==> config.mk <==
export PLATFORM = sky130hd
export DESIGN_NAME = apogee_dma
export DESIGN_NICKNAME = d
export VERILOG_FILES = /design/src/rtl/apogee_dma_pkg.sv /design/src/rtl/apogee_dma_channel.sv /design/src/rtl/apogee_dma.sv
export SDC_FILE = /design/constraint.sdc
export NUM_CORES = 1
export LEC_CHECK = 0
export CORE_MARGIN = 5
export CORE_UTILIZATION = 59
export DETAILED_ROUTE_END_ITERATION = 8
export MAX_ROUTING_LAYER = met4
export PLACE_DENSITY_LB_ADDON = 0.08
export SLEW_MARGIN = 20
export SYNTH_ARGS = -nofsm -noshare
export SYNTH_HDL_FRONTEND = slang
export SYNTH_SLANG_ARGS = --single-unit
==> constraint.sdc <==
create_clock -name clk -period 3.94 [get_ports clk]
set_input_delay 1.182 -clock clk [delete_from_list [all_inputs] [get_ports clk]]
set_output_delay 1.182 -clock clk [all_outputs]
set_load 0.05 [all_outputs]
==> src/rtl/apogee_dma_pkg.sv <==
// rtl/apogee_dma_pkg.sv - shared types, control bit positions and helpers for apogee_dma
package apogee_dma_pkg;

  typedef enum logic [2:0] {
    ST_IDLE,
    ST_REQ,
    ST_ADDR,
    ST_XFER,
    ST_DONE
  } dma_state_t;

  // Top two bits of a channel count register
  typedef enum logic [1:0] {
    XT_VERIFY     = 2'b00,
    XT_WRITE      = 2'b01,
    XT_READ       = 2'b10,
    XT_VERIFY_ALT = 2'b11
  } xfer_type_t;

  // Control register bit positions
  localparam int CTL_ROTATE   = 0;
  localparam int CTL_TC_STOP  = 1;
  localparam int CTL_AUTOLOAD = 2;
  localparam int CTL_BURST    = 3;
  localparam int CTL_BITS     = 4;

  // Strobe levels during XFER, packed as {ord_n, owe_n, oiord_n, oiowe_n}
  function automatic logic [3:0] strobe_pattern(input xfer_type_t xt);
    case (xt)
      XT_WRITE: strobe_pattern = 4'b1001;  // peripheral -> memory
      XT_READ:  strobe_pattern = 4'b0110;  // memory -> peripheral
      default:  strobe_pattern = 4'b1111;  // verify: address cycle only
    endcase
  endfunction

  // Replace the low or high byte of a 16-bit register image
  function automatic logic [15:0] merge_byte(input logic [15:0] cur, input logic hi,
                                             input logic [7:0] b);
    merge_byte = hi ? {b, cur[7:0]} : {cur[15:8], b};
  endfunction

endpackage

==> src/rtl/apogee_dma_channel.sv <==
// rtl/apogee_dma_channel.sv - one channel: address/count registers, byte load, step, autoload port
module apogee_dma_channel
  import apogee_dma_pkg::*;
#(
  parameter int AW = 16,
  parameter int CW = 14
) (
  input  logic          clk,
  input  logic          reset,
  input  logic          wr_addr,
  input  logic          wr_cnt,
  input  logic          byte_hi,
  input  logic [7:0]    wdata,
  input  logic          step,
  input  logic          load,
  input  logic [AW-1:0] load_addr,
  input  logic [CW+1:0] load_cnt,
  output logic [AW-1:0] addr,
  output logic [CW+1:0] cnt,
  output logic          last
);

  localparam int CNTW = CW + 2;

  logic [AW-1:0]   addr_q;
  logic [CNTW-1:0] cnt_q;

  // CPU byte loads take precedence; an autoload replaces the post-transfer step
  always_ff @(posedge clk) begin
    if (reset) begin
      addr_q <= '0;
      cnt_q  <= '0;
    end else if (wr_addr) begin
      addr_q <= AW'(merge_byte(16'(addr_q), byte_hi, wdata));
    end else if (wr_cnt) begin
      cnt_q <= CNTW'(merge_byte(16'(cnt_q), byte_hi, wdata));
    end else if (load) begin
      addr_q <= load_addr;
      cnt_q  <= load_cnt;
    end else if (step) begin
      addr_q           <= addr_q + AW'(1);
      cnt_q[CW-1:0]    <= cnt_q[CW-1:0] - CW'(1);
    end
  end

  assign addr = addr_q;
  assign cnt  = cnt_q;
  // Count field at zero means the upcoming transfer is the final one
  assign last = (cnt_q[CW-1:0] == '0);

endmodule

==> src/rtl/apogee_dma.sv <==
// rtl/apogee_dma.sv - multi-channel DMA controller with rotating priority, TC-stop, autoload and burst
// Reads: index 2*CHANNELS returns status (TC flags, bit7 update), 2*CHANNELS+1 returns the enable mask.
module apogee_dma
  import apogee_dma_pkg::*;
#(
  parameter int CHANNELS = 4,
  parameter int AW       = 16,
  parameter int CW       = 14,
  parameter int IAW      = $clog2(CHANNELS) + 2
) (
  input  logic                clk,
  input  logic                reset,
  input  logic                ce,
  input  logic [IAW-1:0]      iaddr,
  input  logic [7:0]          idata,
  input  logic                iwe_n,
  input  logic                ird_n,
  output logic [7:0]          odata,
  input  logic [CHANNELS-1:0] drq,
  input  logic                hlda,
  output logic                hrq,
  output logic [CHANNELS-1:0] dack,
  output logic [AW-1:0]       oaddr,
  output logic                ord_n,
  output logic                owe_n,
  output logic                oiord_n,
  output logic                oiowe_n,
  output logic                tc
);

  localparam int CHW     = $clog2(CHANNELS);
  localparam int IDX_EN  = 2 * CHANNELS;
  localparam int IDX_CTL = 2 * CHANNELS + 1;
  localparam int AL_CH   = CHANNELS - 2;

  dma_state_t          state_q;
  logic [CHW-1:0]      cur_q;
  logic [CHW-1:0]      last_q;
  logic [CHANNELS-1:0] enable_q;
  logic [CTL_BITS-1:0] ctrl_q;
  logic [CHANNELS-1:0] tc_flags;
  logic                upd_q;
  logic                byte_ff;

  logic                iwe_q;
  logic                ird_q;
  logic [IAW-1:0]      rd_idx_q;
  logic                cpu_wr_ok;
  logic                tc_clr;

  logic [AW-1:0]       ch_addr [CHANNELS];
  logic [CW+1:0]       ch_cnt  [CHANNELS];
  logic [CHANNELS-1:0] ch_last;
  logic [CHANNELS-1:0] wr_addr_v;
  logic [CHANNELS-1:0] wr_cnt_v;
  logic [CHANNELS-1:0] step_v;
  logic [CHANNELS-1:0] load_v;
  logic                autoload_go;

  logic [CHANNELS-1:0] req;
  logic [CHW-1:0]      win;
  logic                win_ok;

  // One register access per strobe edge: write on iwe_n fall, status clear on ird_n rise
  always_ff @(posedge clk) begin
    if (reset) begin
      iwe_q    <= 1'b1;
      ird_q    <= 1'b1;
      rd_idx_q <= '0;
    end else begin
      iwe_q <= iwe_n;
      ird_q <= ird_n;
      if (!ird_n) rd_idx_q <= iaddr;
    end
  end

  assign cpu_wr_ok = iwe_q && !iwe_n && (state_q == ST_IDLE);
  assign tc_clr    = ird_n && !ird_q && (rd_idx_q == IAW'(IDX_EN));

  // Shared low/high byte pointer for address and count loads
  always_ff @(posedge clk) begin
    if (reset) begin
      byte_ff <= 1'b0;
    end else if (cpu_wr_ok && iaddr == IAW'(IDX_CTL)) begin
      byte_ff <= 1'b0;
    end else if (cpu_wr_ok && iaddr < IAW'(IDX_EN)) begin
      byte_ff <= ~byte_ff;
    end
  end

  assign autoload_go = ce && (state_q == ST_XFER) && ctrl_q[CTL_AUTOLOAD] && tc &&
                       (cur_q == CHW'(AL_CH));

  for (genvar g = 0; g < CHANNELS; g++) begin : g_ch
    assign wr_addr_v[g] = cpu_wr_ok && (iaddr == IAW'(2 * g));
    assign wr_cnt_v[g]  = cpu_wr_ok && (iaddr == IAW'(2 * g + 1));
    assign step_v[g]    = ce && (state_q == ST_XFER) && (cur_q == CHW'(g));
    assign load_v[g]    = (g == AL_CH) && autoload_go;

    apogee_dma_channel #(
      .AW (AW),
      .CW (CW)
    ) u_ch (
      .clk       (clk),
      .reset     (reset),
      .wr_addr   (wr_addr_v[g]),
      .wr_cnt    (wr_cnt_v[g]),
      .byte_hi   (byte_ff),
      .wdata     (idata),
      .step      (step_v[g]),
      .load      (load_v[g]),
      .load_addr (ch_addr[CHANNELS-1]),
      .load_cnt  (ch_cnt[CHANNELS-1]),
      .addr      (ch_addr[g]),
      .cnt       (ch_cnt[g]),
      .last      (ch_last[g])
    );
  end

  assign req = drq & enable_q;

  // Winner search starts at channel 0, or just after the last serviced one when rotating
  always_comb begin
    int idx;
    idx    = 0;
    win    = '0;
    win_ok = 1'b0;
    for (int i = 0; i < CHANNELS; i++) begin
      idx = ctrl_q[CTL_ROTATE] ? (int'(last_q) + 1 + i) % CHANNELS : i;
      if (!win_ok && req[idx[CHW-1:0]]) begin
        win    = idx[CHW-1:0];
        win_ok = 1'b1;
      end
    end
  end

  // Read mux: status or enable mask while ird_n is low, otherwise zero
  always_comb begin
    odata = 8'h00;
    if (!ird_n) begin
      if (iaddr == IAW'(IDX_EN)) odata = 8'(tc_flags) | {upd_q, 7'b0};
      else if (iaddr == IAW'(IDX_CTL)) odata = 8'(enable_q);
    end
  end

  // Transfer sequencer plus enable/control/flag registers it shares with the CPU port
  always_ff @(posedge clk) begin
    if (reset) begin
      state_q                         <= ST_IDLE;
      hrq                             <= 1'b0;
      dack                            <= '0;
      tc                              <= 1'b0;
      {ord_n, owe_n, oiord_n, oiowe_n} <= 4'hF;
      oaddr                           <= '0;
      cur_q                           <= '0;
      last_q                          <= CHW'(CHANNELS - 1);
      enable_q                        <= '0;
      ctrl_q                          <= '0;
      tc_flags                        <= '0;
      upd_q                           <= 1'b0;
    end else begin
      if (tc_clr) tc_flags <= '0;
      if (cpu_wr_ok && iaddr == IAW'(IDX_EN)) enable_q <= idata[CHANNELS-1:0];
      if (cpu_wr_ok && iaddr == IAW'(IDX_CTL)) begin
        ctrl_q <= idata[CTL_BITS-1:0];
        if (!idata[CTL_AUTOLOAD]) upd_q <= 1'b0;
      end
      if (ce) begin
        case (state_q)
          ST_IDLE: begin
            if (|req) begin
              state_q <= ST_REQ;
              hrq     <= 1'b1;
            end
          end
          ST_REQ: begin
            if (!(|req)) begin
              state_q <= ST_IDLE;
              hrq     <= 1'b0;
            end else if (hlda && win_ok) begin
              state_q <= ST_ADDR;
              cur_q   <= win;
              dack    <= CHANNELS'(1) << win;
              oaddr   <= ch_addr[win];
              tc      <= ch_last[win];
            end
          end
          ST_ADDR: begin
            state_q                         <= ST_XFER;
            {ord_n, owe_n, oiord_n, oiowe_n} <= strobe_pattern(xfer_type_t'(ch_cnt[cur_q][CW+1:CW]));
          end
          ST_XFER: begin
            state_q                         <= ST_DONE;
            {ord_n, owe_n, oiord_n, oiowe_n} <= 4'hF;
            last_q                          <= cur_q;
            if (tc) begin
              tc_flags[cur_q] <= 1'b1;
              if (ctrl_q[CTL_AUTOLOAD] && cur_q == CHW'(AL_CH)) upd_q <= 1'b1;
              else if (ctrl_q[CTL_TC_STOP]) enable_q[cur_q] <= 1'b0;
            end
          end
          ST_DONE: begin
            if (ctrl_q[CTL_BURST] && req[cur_q] && !tc) begin
              state_q <= ST_ADDR;
              oaddr   <= ch_addr[cur_q];
              tc      <= ch_last[cur_q];
            end else begin
              dack <= '0;
              tc   <= 1'b0;
              if (|req) begin
                state_q <= ST_REQ;
              end else begin
                state_q <= ST_IDLE;
                hrq     <= 1'b0;
              end
            end
          end
          default: state_q <= ST_IDLE;
        endcase
      end
    end
  end

endmodule

# Word-level counts from Yosys, hierarchy flattened
# Index checks and enable logic that the tools add are counted.
# W data, S select, Z words.
# totals
reg_bits	181
output_inout_bits	34
# op_classes
add_sub_neg	12
n_lt_le_gt_ge	10
n_eq_ne	45
shifts	1
mux	112
n_bitwise	12
n_reduce_logical	86
# ops
op	n
$mux W16	24
$mux W14	11
$bmux W16 S2	3
$add A16 B1 Y16 const B	4
$mux W4	16
$reduce_and A3 Y1	21
$logic_not A14 Y1	4
$sub A14 B1 Y14 const B	4
$ne A2 B2 Y1 const B	20
$pmux W16 S2	1
$logic_and A1 B1 Y1	31
$mux W1	25
$mux W2	10
$lt A2 B3 Y1 const B	6
$reduce_bool A2 Y1	9
$eq A4 B3 Y1 const B	4
$mux W8	2
$pmux W4 S2	2
$pmux W3 S5	1
$bmux W1 S2	7
$eq A4 B4 Y1 const B	3
$reduce_and A4 Y1	3
$ne A2 B1 Y1 const B	5
$pmux W1 S2	5
32 further kinds	57

# Depth between registers and ports, before layout
# logic_depth
ltp_word	21
depth_mapped	10

# By module
# A second synthesis with hierarchy kept.
# hier_totals
hier_cells	1759
area_unflattened_um2	13314.0
# modules_own_cells
mod	instances	cells_each	area_each_um2
apogee_dma_channel (g_ch[0].u_ch ...)	3	332	2359.8
apogee_dma	1	433	3863.7
apogee_dma_channel (g_ch[3].u_ch)	1	330	2371.0

# Worst setup path after synthesis
# No wires, ideal clock.
# synth_timing
kind	input port to output port
start	in ird_n
end	out odata[7]
arrival_time_ps	3304
path_slack_ps	-546
cell_stages	3
path_cell_list	clkbuf_1 -> or4b_2 -> nor3b_1
# synth_via
elab_chain_cells	1
# synth_rtl
item	line	source
start: declaration	apogee_dma.sv:17	input logic ird_n,
$mux W8	apogee_dma.sv:140	if (!ird_n) begin
end: declaration	apogee_dma.sv:18	output logic [7:0] odata,
# No other way between the ends.

# Worst setup path in the final report
# Ends and elaborated chain as after synthesis.

==> flow_summary.yaml <==
status:
  status: "finished with violations"
  violations: "design-rule violations"
critical_path:
  path_delay_family: "simple AND/OR/NAND/NOR gates"
  cp.arrival_ps: 2620
  crit_required_ps: 2760
  cpPeakStageDelay_ps: 590
  crit_fanout: 5
  crit_chain: "clkdlybuf4s50_1, or4b_4, nor3b_4, buf_12"
  setup.worst_path.class: "input pin to output pin"
  end_kind: "output pin"
  start_kind: "input pin"
  cp.buffers_inverters: 2
  crit_slowest_cell: "or4b_4"
cells_and_area:
  antenna_cells: 0
  multi_input_area_um2: 7340
  fin_util_pct: 68.0
  drive_above_1_share_pct: 10.9
  nNetsFinal: 1560
  fillerInstances: 1751
  area_growth_pct: 14.3
  seqCellArea_um2: 3580
global_routing:
  grt_first_pass_wirelength_mm: 58.6
  grt_pass1_vias: 10700
  antenna_found_initial: 0
  grt_start_max_net_pins: 79
  overflow: 0
  grt.total_usage_pct: 34.1
min_path:
  hold_class: "flop to flop"
logic_synthesis:
  synth_top_family_by_area: "simple AND/OR/NAND/NOR gates"
  ys_ff_latch: 179
  yosysTopAreaCell: "dfxtp_1"
  netlist_area_um2: 11500
  synth_edf_count: 0
  yosys.area.top_type_share_pct: 31.3
  synthSimpleGateAreaFrac_pct: 25.8
  synth.area.mux_share_pct: 9.87
  ys.flop_type: "dfxtp_1"
  async_flop_share_pct: 0
  synth_compound_area_share_pct: 23.8
  ys_seq_area_share_pct: 31.3
  synthCells: 1512
  yosysMostFrequentCell: "nor2_1"
  yosys.area_share.adder_pct: 1.31
  ys_top_cells_by_count: "nor2_1, dfxtp_1, nand2_1"
  synthTopCellsByArea: "dfxtp_1, nor2_1, o21ai_0, nand2_1, mux2i_1"
  synth-xor-area-share_pct: 2.52
  yosysWarnings: 0
  ys_types: 64
  synth.avg_cell_area_um2: 7.58
route:
  ant_nets: 0
  wl_per_cell_um: 20.7
  avgViaCountPerCell: 6.64
  route.vias.total: 12000
  dr.first_iter.drc_count: 1331
  drt_first_pass_iters: 9
  wirelength_mm: 37.4
  drc: 4
sta:
  rsz0062_at_grt: "no"
  fmax_mhz: 263
  post-route-period-util_pct: 96.6
  setup_violations: 0
  worstMarginPinSlew_ps: 1150
  whs_ps: 453
  slew_viol_final: 0
  slew_headroom_pct: 22.8
  skew_ps: 9.76
  fin_crit_ps: 3800
  hold_viol: 0
floorplanning:
  die_area_um2: 22300
  rows: 51
  ios: 56
  fp.dieH_um: 149
  die_w_um: 149
  start_util_pct: 59.5
  core_um2: 19300
run:
  cap_violations: 0
clocking:
  clockBufferDepth: 2
  ctsHoldBuffers: 0
  insertion_delay_ps: 440
  postCtsSetupBuffers: 0
  cts.repair.resized: 2
  cts_buffers: 17
  cts_htree_levels: 4
  cts_sinks: 179
  cts_tree: "done"
  cts-root-buf: "clkbuf_16"
  cts.clk_slew.worst_paths_ps: 70
power:
  powerDensity_nw_per_um2: 313
  power.total_mw: 4.10
  p_leak_nw: 4.50
  ir_drop_uv: 315
placement:
  hpwl_mm: 26.5
  gp_congestion: 0.955
  io_buffers: 52
==> report_power, final <==
| group | internal, mW | switching [mW] |
|---|---|---|
| combinational | 0.140 | 0.261 |
| sequential | 1.82 | 0.0243 |
| clock | 1.08 | 0.771 |
==> state kept, by name, summed over array words and instances (netlist names) <==
register        count
g_ch.u_ch.cnt      64
upd_q               1
dack                4
state_q             3
rd_idx_q            4
hrq                 1
g_ch.u_ch.addr     64
cur_q               2
tc_flags            4
oaddr              16
ctrl_q              4
iwe_q               1
last_q              2
enable_q            4
owe_n               1
byte_ff             1
ord_n               1
ird_q               1
tc                  1
==> layer usage <==
metal | global-route usage (%) | share of wire (%) | routed length [um] | up-vias
met4 | 13.2 | 4.1 | 1540 | 0
met2 | 52.6 | 46 | 17000 | 595
met5 | - | 0 | 0 | -
met1 | 44.3 | 41 | 15200 | 5675
li1 | - | - | - | 5596
met3 | 6.99 | 9.5 | 3560 | 116
==> placed cells by master (no fill, tap or decap), types with 8 or more instances in the layout <==
cell and instances:
a211oi_1 43, nor3_1 48, nand3b_1 13, o211ai_1 10
a31oi_1 12, nor2b_1 14, clkbuf_16 17, clkdlybuf4s50_1 46
nand3_1 59, nor2_1 187, inv_1 31, xor2_1 18
nand4_1 28, a311oi_1 8, mux4_2 20, dfxtp_1 178
o21ai_0 125, mux2i_1 50, mux2_2 16, a22oi_1 39
nor4_1 18, a21oi_1 96, buf_4 65, xnor2_1 15
a221oi_1 18, and3_1 14, nand2b_1 12, or3_1 10
a21o_1 8, ha_1 12, nand2_1 142, o22ai_1 31
or4_1 12
==> worst register-to-register path: cells and delay by family (launching register included) <==
kind            cells  cell delay [ps]
compound gates      1              270
flops               1              360
simple gates        3             1630
mux                 1              480
==> per-stage QoR <==
step	TNS [ps]	setup slack, ps	cell area (um2)	cells
finish	0	136	13100	1804
global route	0	87.5	13100	1804
global placement	-41.6	-41.6	12500	1772
CTS	0	135	13100	1804
detailed placement	-65.6	-65.6	12500	1772
floorplan	-232	-58.5	11500	1514
==> cell families (layout without fill, tap and decap cells) <==
| family | count (synthesis) | after routing |
|---|---|---|
| muxes | 86 | 86 |
| xor gates and xnor gates | 33 | 33 |
| other | 1 | 3 |
| AOI/OAI and AO/OA | 436 | 436 |
| buffers and inverters | 158 | 183 |
| adders and majority gates | 12 | 12 |
| DFF | 179 | 179 |
| and+or+nand+nor | 607 | 607 |
==> worst paths after layout <==
kind	from	slack (ps)	endpoint	cells past startpoint
max	ird_n	140	odata[7]	4
min	dack[1]	450	dack[1]	2
max reg2reg	g_ch[0].u_ch.cnt[4]	1120	tc	5
min reg2reg	dack[1]	450	dack[1]	2
==> final cells by class <==
type / count / share of cell area (%)
multi-input cells: 1177 / 56.0
well taps: 265 / 2.53
clock inverters: 13 / 1.39
flip-flops and latches: 179 / 27.4
repair buffers: 119 / 8.39
clock buffers: 19 / 3.38
inverters: 32 / 0.917
Note: power is estimated with default switching activity, not from simulation.
